`src/rtl/alu_arbiter_if.sv`:
```
// Requester and ALU-facing signals of the two-port ALU arbiter.
// The master side is the environment (both requesters plus the ALU); the slave side is the arbiter.
interface alu_arbiter_if #(
  parameter int NBIT = 32,
  parameter int OPW  = 4
);

  logic            req_valid_0;
  logic            req_ready_0;
  logic [OPW-1:0]  req_op_0;
  logic [NBIT-1:0] req_a_0;
  logic [NBIT-1:0] req_b_0;
  logic            rsp_valid_0;
  logic            rsp_ready_0;

  logic            req_valid_1;
  logic            req_ready_1;
  logic [OPW-1:0]  req_op_1;
  logic [NBIT-1:0] req_a_1;
  logic [NBIT-1:0] req_b_1;
  logic            rsp_valid_1;
  logic            rsp_ready_1;

  logic [NBIT-1:0] rsp_data;

  logic [OPW-1:0]  alu_op;
  logic [NBIT-1:0] alu_in_a;
  logic [NBIT-1:0] alu_in_b;
  logic [NBIT-1:0] alu_out;

  modport master (
    output req_valid_0, req_op_0, req_a_0, req_b_0, rsp_ready_0,
    output req_valid_1, req_op_1, req_a_1, req_b_1, rsp_ready_1,
    output alu_out,
    input  req_ready_0, rsp_valid_0, req_ready_1, rsp_valid_1,
    input  rsp_data, alu_op, alu_in_a, alu_in_b
  );

  modport slave (
    input  req_valid_0, req_op_0, req_a_0, req_b_0, rsp_ready_0,
    input  req_valid_1, req_op_1, req_a_1, req_b_1, rsp_ready_1,
    input  alu_out,
    output req_ready_0, rsp_valid_0, req_ready_1, rsp_valid_1,
    output rsp_data, alu_op, alu_in_a, alu_in_b
  );

endinterface

```
`src/rtl/alu_arbiter.sv`:
```
// Round-robin arbiter sharing one combinational DLX ALU between the execute stage (port 0)
// and the address/branch unit (port 1); operands are registered in, the result is held until consumed.
module alu_arbiter #(
  parameter int NBIT = 32,
  parameter int OPW  = 4
) (
  input  logic          clk,
  input  logic          rst,
  alu_arbiter_if.slave  bus
);

  typedef enum logic [1:0] {
    IDLE = 2'd0,
    EXEC = 2'd1,
    RESP = 2'd2
  } state_e;

  state_e          state_q,    state_d;
  logic            rr_ptr_q,   rr_ptr_d;
  logic            grant_q,    grant_d;
  logic [OPW-1:0]  alu_op_q,   alu_op_d;
  logic [NBIT-1:0] alu_in_a_q, alu_in_a_d;
  logic [NBIT-1:0] alu_in_b_q, alu_in_b_d;
  logic [NBIT-1:0] rsp_data_q, rsp_data_d;

  logic any_valid;
  logic sel_port;
  logic req_ready_0;
  logic req_ready_1;
  logic accept;
  logic rsp_ready_sel;

  // With both ports valid the pointer decides; otherwise the lone valid port wins.
  always_comb begin
    any_valid     = bus.req_valid_0 | bus.req_valid_1;
    sel_port      = (bus.req_valid_0 && bus.req_valid_1) ? rr_ptr_q : bus.req_valid_1;
    req_ready_0   = !rst && (state_q == IDLE) && any_valid && !sel_port;
    req_ready_1   = !rst && (state_q == IDLE) && any_valid &&  sel_port;
    accept        = req_ready_0 | req_ready_1;
    rsp_ready_sel = grant_q ? bus.rsp_ready_1 : bus.rsp_ready_0;
  end

  always_comb begin
    state_d    = state_q;
    rr_ptr_d   = rr_ptr_q;
    grant_d    = grant_q;
    alu_op_d   = alu_op_q;
    alu_in_a_d = alu_in_a_q;
    alu_in_b_d = alu_in_b_q;
    rsp_data_d = rsp_data_q;

    case (state_q)
      IDLE: begin
        if (accept) begin
          state_d  = EXEC;
          grant_d  = sel_port;
          rr_ptr_d = ~sel_port;
          if (sel_port) begin
            alu_op_d   = bus.req_op_1;
            alu_in_a_d = bus.req_a_1;
            alu_in_b_d = bus.req_b_1;
          end else begin
            alu_op_d   = bus.req_op_0;
            alu_in_a_d = bus.req_a_0;
            alu_in_b_d = bus.req_b_0;
          end
        end
      end

      // The ALU has had a full cycle to settle on the registered operands.
      EXEC: begin
        rsp_data_d = bus.alu_out;
        state_d    = RESP;
      end

      RESP: begin
        if (rsp_ready_sel) begin
          state_d = IDLE;
        end
      end

      default: begin
        state_d = IDLE;
      end
    endcase
  end

  always_ff @(posedge clk) begin
    if (rst) begin
      state_q    <= IDLE;
      rr_ptr_q   <= 1'b0;
      grant_q    <= 1'b0;
      alu_op_q   <= '0;
      alu_in_a_q <= '0;
      alu_in_b_q <= '0;
      rsp_data_q <= '0;
    end else begin
      state_q    <= state_d;
      rr_ptr_q   <= rr_ptr_d;
      grant_q    <= grant_d;
      alu_op_q   <= alu_op_d;
      alu_in_a_q <= alu_in_a_d;
      alu_in_b_q <= alu_in_b_d;
      rsp_data_q <= rsp_data_d;
    end
  end

  // Response valids come straight from registered state, so they are glitch-free.
  assign bus.req_ready_0 = req_ready_0;
  assign bus.req_ready_1 = req_ready_1;
  assign bus.rsp_valid_0 = (state_q == RESP) && !grant_q;
  assign bus.rsp_valid_1 = (state_q == RESP) &&  grant_q;
  assign bus.rsp_data    = rsp_data_q;
  assign bus.alu_op      = alu_op_q;
  assign bus.alu_in_a    = alu_in_a_q;
  assign bus.alu_in_b    = alu_in_b_q;

endmodule
```
`src/flat_wrapper.sv`:
```
// flat-port wrapper written by rule: the top's interface ports become plain ports
module alu_arbiter_flat 
#(
  parameter int NBIT = 32,
  parameter int OPW  = 4
)
  (clk, rst, bus_req_valid_0, bus_req_op_0, bus_req_a_0, bus_req_b_0, bus_rsp_ready_0, bus_req_valid_1, bus_req_op_1, bus_req_a_1, bus_req_b_1, bus_rsp_ready_1, bus_alu_out, bus_req_ready_0, bus_rsp_valid_0, bus_req_ready_1, bus_rsp_valid_1, bus_rsp_data, bus_alu_op, bus_alu_in_a, bus_alu_in_b);
  alu_arbiter_if #(.NBIT(NBIT), .OPW(OPW)) bus_i ();
  input  logic clk;
  input  logic rst;
  input wire logic [$bits(bus_i.req_valid_0)-1:0] bus_req_valid_0;
  input wire logic [$bits(bus_i.req_op_0)-1:0] bus_req_op_0;
  input wire logic [$bits(bus_i.req_a_0)-1:0] bus_req_a_0;
  input wire logic [$bits(bus_i.req_b_0)-1:0] bus_req_b_0;
  input wire logic [$bits(bus_i.rsp_ready_0)-1:0] bus_rsp_ready_0;
  input wire logic [$bits(bus_i.req_valid_1)-1:0] bus_req_valid_1;
  input wire logic [$bits(bus_i.req_op_1)-1:0] bus_req_op_1;
  input wire logic [$bits(bus_i.req_a_1)-1:0] bus_req_a_1;
  input wire logic [$bits(bus_i.req_b_1)-1:0] bus_req_b_1;
  input wire logic [$bits(bus_i.rsp_ready_1)-1:0] bus_rsp_ready_1;
  input wire logic [$bits(bus_i.alu_out)-1:0] bus_alu_out;
  output wire logic [$bits(bus_i.req_ready_0)-1:0] bus_req_ready_0;
  output wire logic [$bits(bus_i.rsp_valid_0)-1:0] bus_rsp_valid_0;
  output wire logic [$bits(bus_i.req_ready_1)-1:0] bus_req_ready_1;
  output wire logic [$bits(bus_i.rsp_valid_1)-1:0] bus_rsp_valid_1;
  output wire logic [$bits(bus_i.rsp_data)-1:0] bus_rsp_data;
  output wire logic [$bits(bus_i.alu_op)-1:0] bus_alu_op;
  output wire logic [$bits(bus_i.alu_in_a)-1:0] bus_alu_in_a;
  output wire logic [$bits(bus_i.alu_in_b)-1:0] bus_alu_in_b;
  assign bus_i.req_valid_0 = bus_req_valid_0;
  assign bus_i.req_op_0 = bus_req_op_0;
  assign bus_i.req_a_0 = bus_req_a_0;
  assign bus_i.req_b_0 = bus_req_b_0;
  assign bus_i.rsp_ready_0 = bus_rsp_ready_0;
  assign bus_i.req_valid_1 = bus_req_valid_1;
  assign bus_i.req_op_1 = bus_req_op_1;
  assign bus_i.req_a_1 = bus_req_a_1;
  assign bus_i.req_b_1 = bus_req_b_1;
  assign bus_i.rsp_ready_1 = bus_rsp_ready_1;
  assign bus_i.alu_out = bus_alu_out;
  assign bus_req_ready_0 = bus_i.req_ready_0;
  assign bus_rsp_valid_0 = bus_i.rsp_valid_0;
  assign bus_req_ready_1 = bus_i.req_ready_1;
  assign bus_rsp_valid_1 = bus_i.rsp_valid_1;
  assign bus_rsp_data = bus_i.rsp_data;
  assign bus_alu_op = bus_i.alu_op;
  assign bus_alu_in_a = bus_i.alu_in_a;
  assign bus_alu_in_b = bus_i.alu_in_b;
  alu_arbiter #(.NBIT(NBIT), .OPW(OPW)) u_core (.clk(clk), .rst(rst), .bus(bus_i));
endmodule
```
`config.mk`:
```
export PLATFORM = sky130hd
export DESIGN_NAME = alu_arbiter_flat
export DESIGN_NICKNAME = d
export VERILOG_FILES = /design/src/rtl/alu_arbiter_if.sv /design/src/rtl/alu_arbiter.sv /design/src/flat_wrapper.sv
export SDC_FILE = /design/constraint.sdc
export NUM_CORES = 1
export LEC_CHECK = 0
export CAP_MARGIN = 20
export CORE_ASPECT_RATIO = 1.25
export CORE_MARGIN = 5
export CORE_UTILIZATION = 30
export CTS_BUF_LIST = sky130_fd_sc_hd__clkbuf_4
export CTS_CLUSTER_SIZE = 28
export DETAILED_ROUTE_END_ITERATION = 8
export GPL_ROUTABILITY_DRIVEN = 0
export PLACE_DENSITY = 0.73
export SYNTH_ARGS = -nofsm -noshare
export SYNTH_HDL_FRONTEND = slang
export SYNTH_SLANG_ARGS = --single-unit
```
`constraint.sdc`:
```
create_clock -name clk -period 1.7 [get_ports clk]
set_clock_uncertainty 0.15 [all_clocks]
set_input_delay 0.425 -clock clk [delete_from_list [all_inputs] [get_ports clk]]
set_output_delay 0.425 -clock clk [all_outputs]
set_load 0.01 [all_outputs]
```
-- Yosys cells after proc, flatten, opt, wreduce, memory -nomap -nowiden
Cells that the tools add are included.
- word-level logic and storage cells: 35
- register bits: 104
- output and inout bits: 104
- bits of input ports: 174
- reductions and logical operators: 13
- muxes and demuxes: 8
- bitwise operators: 3
- eq/ne operators: 4
- operators by type and width (operator ; count):
    32-bit 2-to-1 mux ; 2
    1-bit logical AND ; 7
    2-bit one-hot mux with 3 select lines ; 1
    2-bit 2-to-1 mux ; 2
    4-bit 2-to-1 mux ; 1
    2-bit by 1-bit inequality test with 1-bit output (second input constant) ; 2
    2-bit AND reduction ; 2
    1-bit zero test ; 3
    2-bit by 1-bit equality test with 1-bit output (second input constant) ; 1
    2-bit equality test (second input constant) ; 1
    2-bit zero test ; 1
    1-bit 2-to-1 mux ; 2
    1-bit OR ; 2
    1-bit NOT ; 1

-- Depth between registers and ports, before layout
- depth in word-level cells: 7
- mapped depth: 6
- gate-level depth less buffers: 3

-- Worst setup path after synthesis
Ideal clock, no wire load.
- path kind: input-to-output
- from: input bus_req_valid_0
- to: output bus_req_ready_0
- cell stages on the path: 3
- data required time: 1.125 ns
- path buffers: 1
- arrival time: 1.219 ns
- setup slack: -0.094 ns
- cell sequence: a21boi_0 > buf_2 > and2_1
- longest elaborated chain between the ends: 4
- elaborated cells on any way between the ends: 6
- classes of those cells: mux (1); bitwise (1); reduce/logical (4)
- ends and longest elaborated chain (element ; line ; RTL):
    start, declared ; flat_wrapper.sv:11 ; input wire logic [$bits(bus_i.req_valid_0)-1:0] bus_req_valid_0;
    1-bit logical AND ; alu_arbiter.sv:36 ; sel_port = (bus.req_valid_0 && bus.req_valid_1) ? rr_ptr_q : bus.req_valid_1;
    1-bit 2-to-1 mux ; alu_arbiter.sv:36 ;
    1-bit zero test ; alu_arbiter.sv:37 ; req_ready_0 = !rst && (state_q == IDLE) && any_valid && !sel_port;
    1-bit logical AND * ; alu_arbiter.sv:37 ;
    end, declared ; flat_wrapper.sv:22 ; output wire logic [$bits(bus_i.req_ready_0)-1:0] bus_req_ready_0;
Mark *: on every way between the ends. The rest lies on a longest branch, timed or not.

-- Final worst setup path
- from: register u_core.state_q[1]
- to: output bus_req_ready_1
- longest elaborated chain between the ends: 4
- ends and longest elaborated chain (element ; line ; RTL):
    start, declared ; alu_arbiter.sv:18 ; state_e state_q, state_d;
    start signal, assigned ; alu_arbiter.sv:98 ; state_q <= state_d;
    2-bit zero test ; alu_arbiter.sv:38 ; req_ready_1 = !rst && (state_q == IDLE) && any_valid && sel_port;
    1-bit logical AND (3 in series) ; alu_arbiter.sv:38 ;
    end, declared ; flat_wrapper.sv:24 ; output wire logic [$bits(bus_i.req_ready_1)-1:0] bus_req_ready_1;
No other way between the ends.

==> reports/qor.log <==
INFO  outcome        status=complete, but fails checks
INFO  outcome        failed_checks=setup timing
INFO  setup_path     cp_peak_stage_delay=370ps
INFO  pwr            irDropWorstVdd=0.0003617V
INFO  setup_path     timing.critical_path.max_delay_family=simple AND/OR/NAND/NOR gates
INFO  setup_path     cp_slowest_cell=dfxtp_2
INFO  routing        detail_route.vias_per_cell=5.165
INFO  logic_synthesis synth_top_area_frac=0.5187
INFO  setup_path     cp_cell_sequence=nor3_4 > and3_4 > buf_6
INFO  floorplan      die_area=15810um2
INFO  logic_synthesis syn-num-nets=599
INFO  global_route   grt_usage=0.1881
INFO  sta            setup_total_negative_slack=-2652ps
INFO  floorplan      chipHeight=139.3um
INFO  hold_path      min_path_type=flip-flop to flip-flop
INFO  global_route   grt_overflow=0
INFO  sta            timing.final.ws_setup=-253.6ps
INFO  floorplan      die_w=113.5um
INFO  setup_path     critical_path.reg2reg.endpoint=u_core.bus.alu_in_a[23]$_SDFFE_PP0P_
INFO  hold_path      whs_endpoint=u_core.bus.rsp_data[31]$_SDFFE_PP0N_
INFO  placed_design  place_worst_setup_slack=-756.6ps
INFO  logic_synthesis syn_area=4014um2
INFO  cells_and_area mostFrequentLayoutCell=clkdlybuf4s50_1
INFO  sta            final.period_utilization=1.149
INFO  global_route   grt_antenna_before_repair=0
INFO  clock_network  tritoncts_num_sinks=104
INFO  logic_synthesis synth_area_per_cell=9.444um2
INFO  setup_path     crit_path_max_fanout=3
INFO  sta            fin_crit=1954ps
INFO  setup_path     regToRegSetupSlack=-90ps
INFO  global_route   via_count_of_the_first_global_routing_pass=4588
INFO  clock_network  clockRootBuffer=clkbuf_4
INFO  logic_synthesis post_synth_inst_count=425
INFO  setup_path     worst_ep_arrival_time=1380ps
INFO  cells_and_area n_antenna_cell=0
INFO  placed_design  detailedPlacementHpwl=11.56mm
INFO  sta            tightestPinTransition=690.8ps
INFO  hold_path      hold_path_depth=2
INFO  setup_path     critical_path.startpoint_type=flip-flop
INFO  setup_path     depth_of_the_worst_register_to_register_path=5
INFO  clock_network  insertion_delay=430ps
INFO  cells_and_area design.final.nets=867
INFO  pwr            power_density=786.5nW/um2
INFO  routing        routed_vias=4488
INFO  global_route   grt_pass1_wl=23.98mm
INFO  setup_path     crit_path_end_kind=output port
INFO  clock_network  holdBufCountCts=0
INFO  cells_and_area layout-area-overhead-vs-synth=73.63%
INFO  sta            finalSetupViolCount=31
INFO  logic_synthesis flops_latches_synth=104
INFO  sta            max-slew-margin-rel=0.5378
INFO  setup_path     worst-path-buf-inv=1
INFO  clock_network  cts_tree=yes
INFO  clock_network  clkSlewWorstSetupHoldPaths=140ps
INFO  logic_synthesis synthTopCellsByArea=dfxtp_1 52%, a221o_1 14%, and3_1 9.0%, nand2_1 6.0%, a21oi_1 4.5%
INFO  routing        remaining_drc_errors=0
INFO  routing        postRouteAntennaNets=0
INFO  sta            finalHoldViolCount=0
INFO  clock_network  cts_inserted_buffers=9
INFO  run            max_cap_violations=0
INFO  routing        routedWlPerCell=18.15um
INFO  sta            max_slew_violation_count=0
INFO  global_route   grt_start_max_net_pins=69
INFO  logic_synthesis synth.distinct_cells=27
INFO  setup_path     data_required_time_of_the_worst_path=1120ps
INFO  hold_path      hold_path_startpoint=u_core.bus.rsp_data[31]$_SDFFE_PP0N_
INFO  floorplan      design.core.area=13170um2
INFO  logic_synthesis synth_top_cell_by_area=dfxtp_1
INFO  floorplan      fp-row-count=47
INFO  routing        detail_route.iter0.violations=274
INFO  placed_design  placement.io_buffers=277
INFO  clock_network  ctsHtreeMaxLevel=3
INFO  setup_path     timing_worst_setup_path_type=flip-flop to output port
INFO  routing        routed_wirelength=15.77mm
INFO  sta            grt_setup_unrepaired=yes
INFO  cells_and_area highest_count_cells_in_the_layout_ignoring_fill_and_taps=170 x clkdlybuf4s50_1, 64 x nand2_1, 61 x clkbuf_2, 58 x dfxtp_2
INFO  clock_network  max-clock-path-buffers=2
INFO  cells_and_area layout-drive-gt1-share=0.2579
INFO  floorplan      number_of_top_level_pins=278
INFO  logic_synthesis synth_sequential_area_ratio=0.5187
INFO  floorplan      initial_utilization=0.3047
INFO  pwr            power.leakage=0.002994uW
INFO  setup_path     rr_startpoint=u_core.rr_ptr_q$_SDFFE_PP0P_
INFO  routing        firstDrtPassIters=4
INFO  sta            fmax=0.5119GHz
INFO  logic_synthesis yosysWarnings=0
layer usage:
layer | GRT usage | vias to the layer above | share of wire
li1 | - | 2125 | -
met1 | 0.2068 | 2078 | 0.37
met2 | 0.3276 | 251 | 0.50
met3 | 0.07034 | 34 | 0.10
met4 | 0.06835 | 0 | 0.028
met5 | 0 | - | 0
per-stage QoR:
| stage | total power [uW] | util | area (um2) | instances | hold WS (ps) |
|---|---|---|---|---|---|
| after CTS | 5532 | 0.5419 | 7138 | 866 | 313.7 |
| after global routing | 5784 | 0.5291 | 6969 | 869 | 313.5 |
| after global placement | 4441 | 0.5301 | 6983 | 846 | 292.3 |
| after floorplan | 3433 | - | 4020 | 425 | 330.5 |
| final | 5481 | 0.5291 | 6969 | 869 | 315.1 |
| after detailed placement | 4472 | 0.5301 | 6983 | 846 | 298.1 |
flip-flops by register name, summed over array words and instances (netlist names):
name,cells
u_core.bus.alu_in_b,32
u_core.grant_q,1
u_core.state_q,2
u_core.rr_ptr_q,1
u_core.bus.alu_op,4
u_core.bus.rsp_data,32
u_core.bus.alu_in_a,32
what timing repair did:
| item | in CTS | in global routing |
|---|---|---|
| setup endpoints to repair | 173 | 160 |
| endpoints found under the hold margin | 0 | 0 |
| setup buffers | 3 | 2 |
| gates cloned | 1 | 1 |
| gates resized for setup | 198 | 161 |
| pin swaps | 3 | 1 |
Yosys cell counts:
library cell  instances
dfxtp_1             104
nand2_1              64
buf_2                 9
nor3_4                1
buf_6                 2
clkbuf_2              1
buf_4                 4
mux2i_1               1
and3_1               58
nand3b_1              1
and2_1                1
nand3_1              11
nor3_1                3
a21oi_1              36
and3b_1               1
o21ai_0              11
nor2_1                2
nand4_1              11
a221o_1              57
clkbuf_1             29
nand2b_1              1
nor3b_1               1
or2b_1                1
a21boi_0              1
a31oi_1              11
nor2b_1               1
or2_2                 2
worst reg2reg max path, cell delays in order (launching register included):
cell,delay [ps]
dfxtp_2,360
nand2b_1,170
and3_4,180
buf_4,190
bufbuf_16,320
a221o_1,360
layout make-up:
cell class,instances,area [um2]
Clock buffer,12,90.09
Clock inverter,4,31.28
Fill cell,1201,6203
Multi-Input combinational cell,276,1758
Sequential cell,104,2155
Tap cell,171,214.0
Timing Repair Buffer,302,2721
logic make-up (layout without fill, tap and decap cells):
| family | count (synthesis) | count (layout) | share of synthesized area |
|---|---|---|---|
| and+or+nand+nor | 159 | 159 | 0.2064 |
| AOI/OAI and AO/OA | 116 | 116 | 0.2198 |
| DFF | 104 | 104 | 0.5187 |
| buffers and inverters | 45 | 318 | 0.05268 |
| muxes | 1 | 1 | 0.002494 |
report_power, final:
part	internal [uW]	leakage [uW]	switching [uW]
sequential	2690	0.000876	138
combinational	844	0.00206	657
clock	354	0.0000598	795
how the worst max path moves through the flow:
stage | startpoint | to | slack [ps] | cells past startpoint
4_1_cts | u_core.state_q[1]$_SDFFE_PP0P_ | bus_req_ready_1 | -310 | 3
6_report | u_core.state_q[1]$_SDFFE_PP0P_ | bus_req_ready_1 | -250 | 3
5_1_grt | u_core.state_q[1]$_SDFFE_PP0P_ | bus_req_ready_1 | -350 | 3
2_1_floorplan | rst | bus_req_ready_1 | -6 | 4
3_5_place_dp | bus_req_valid_0 | bus_req_ready_0 | -760 | 4
3_3_place_gp | bus_req_valid_0 | bus_req_ready_0 | -740 | 4
No activity file was read; power rests on OpenSTA's default activity.
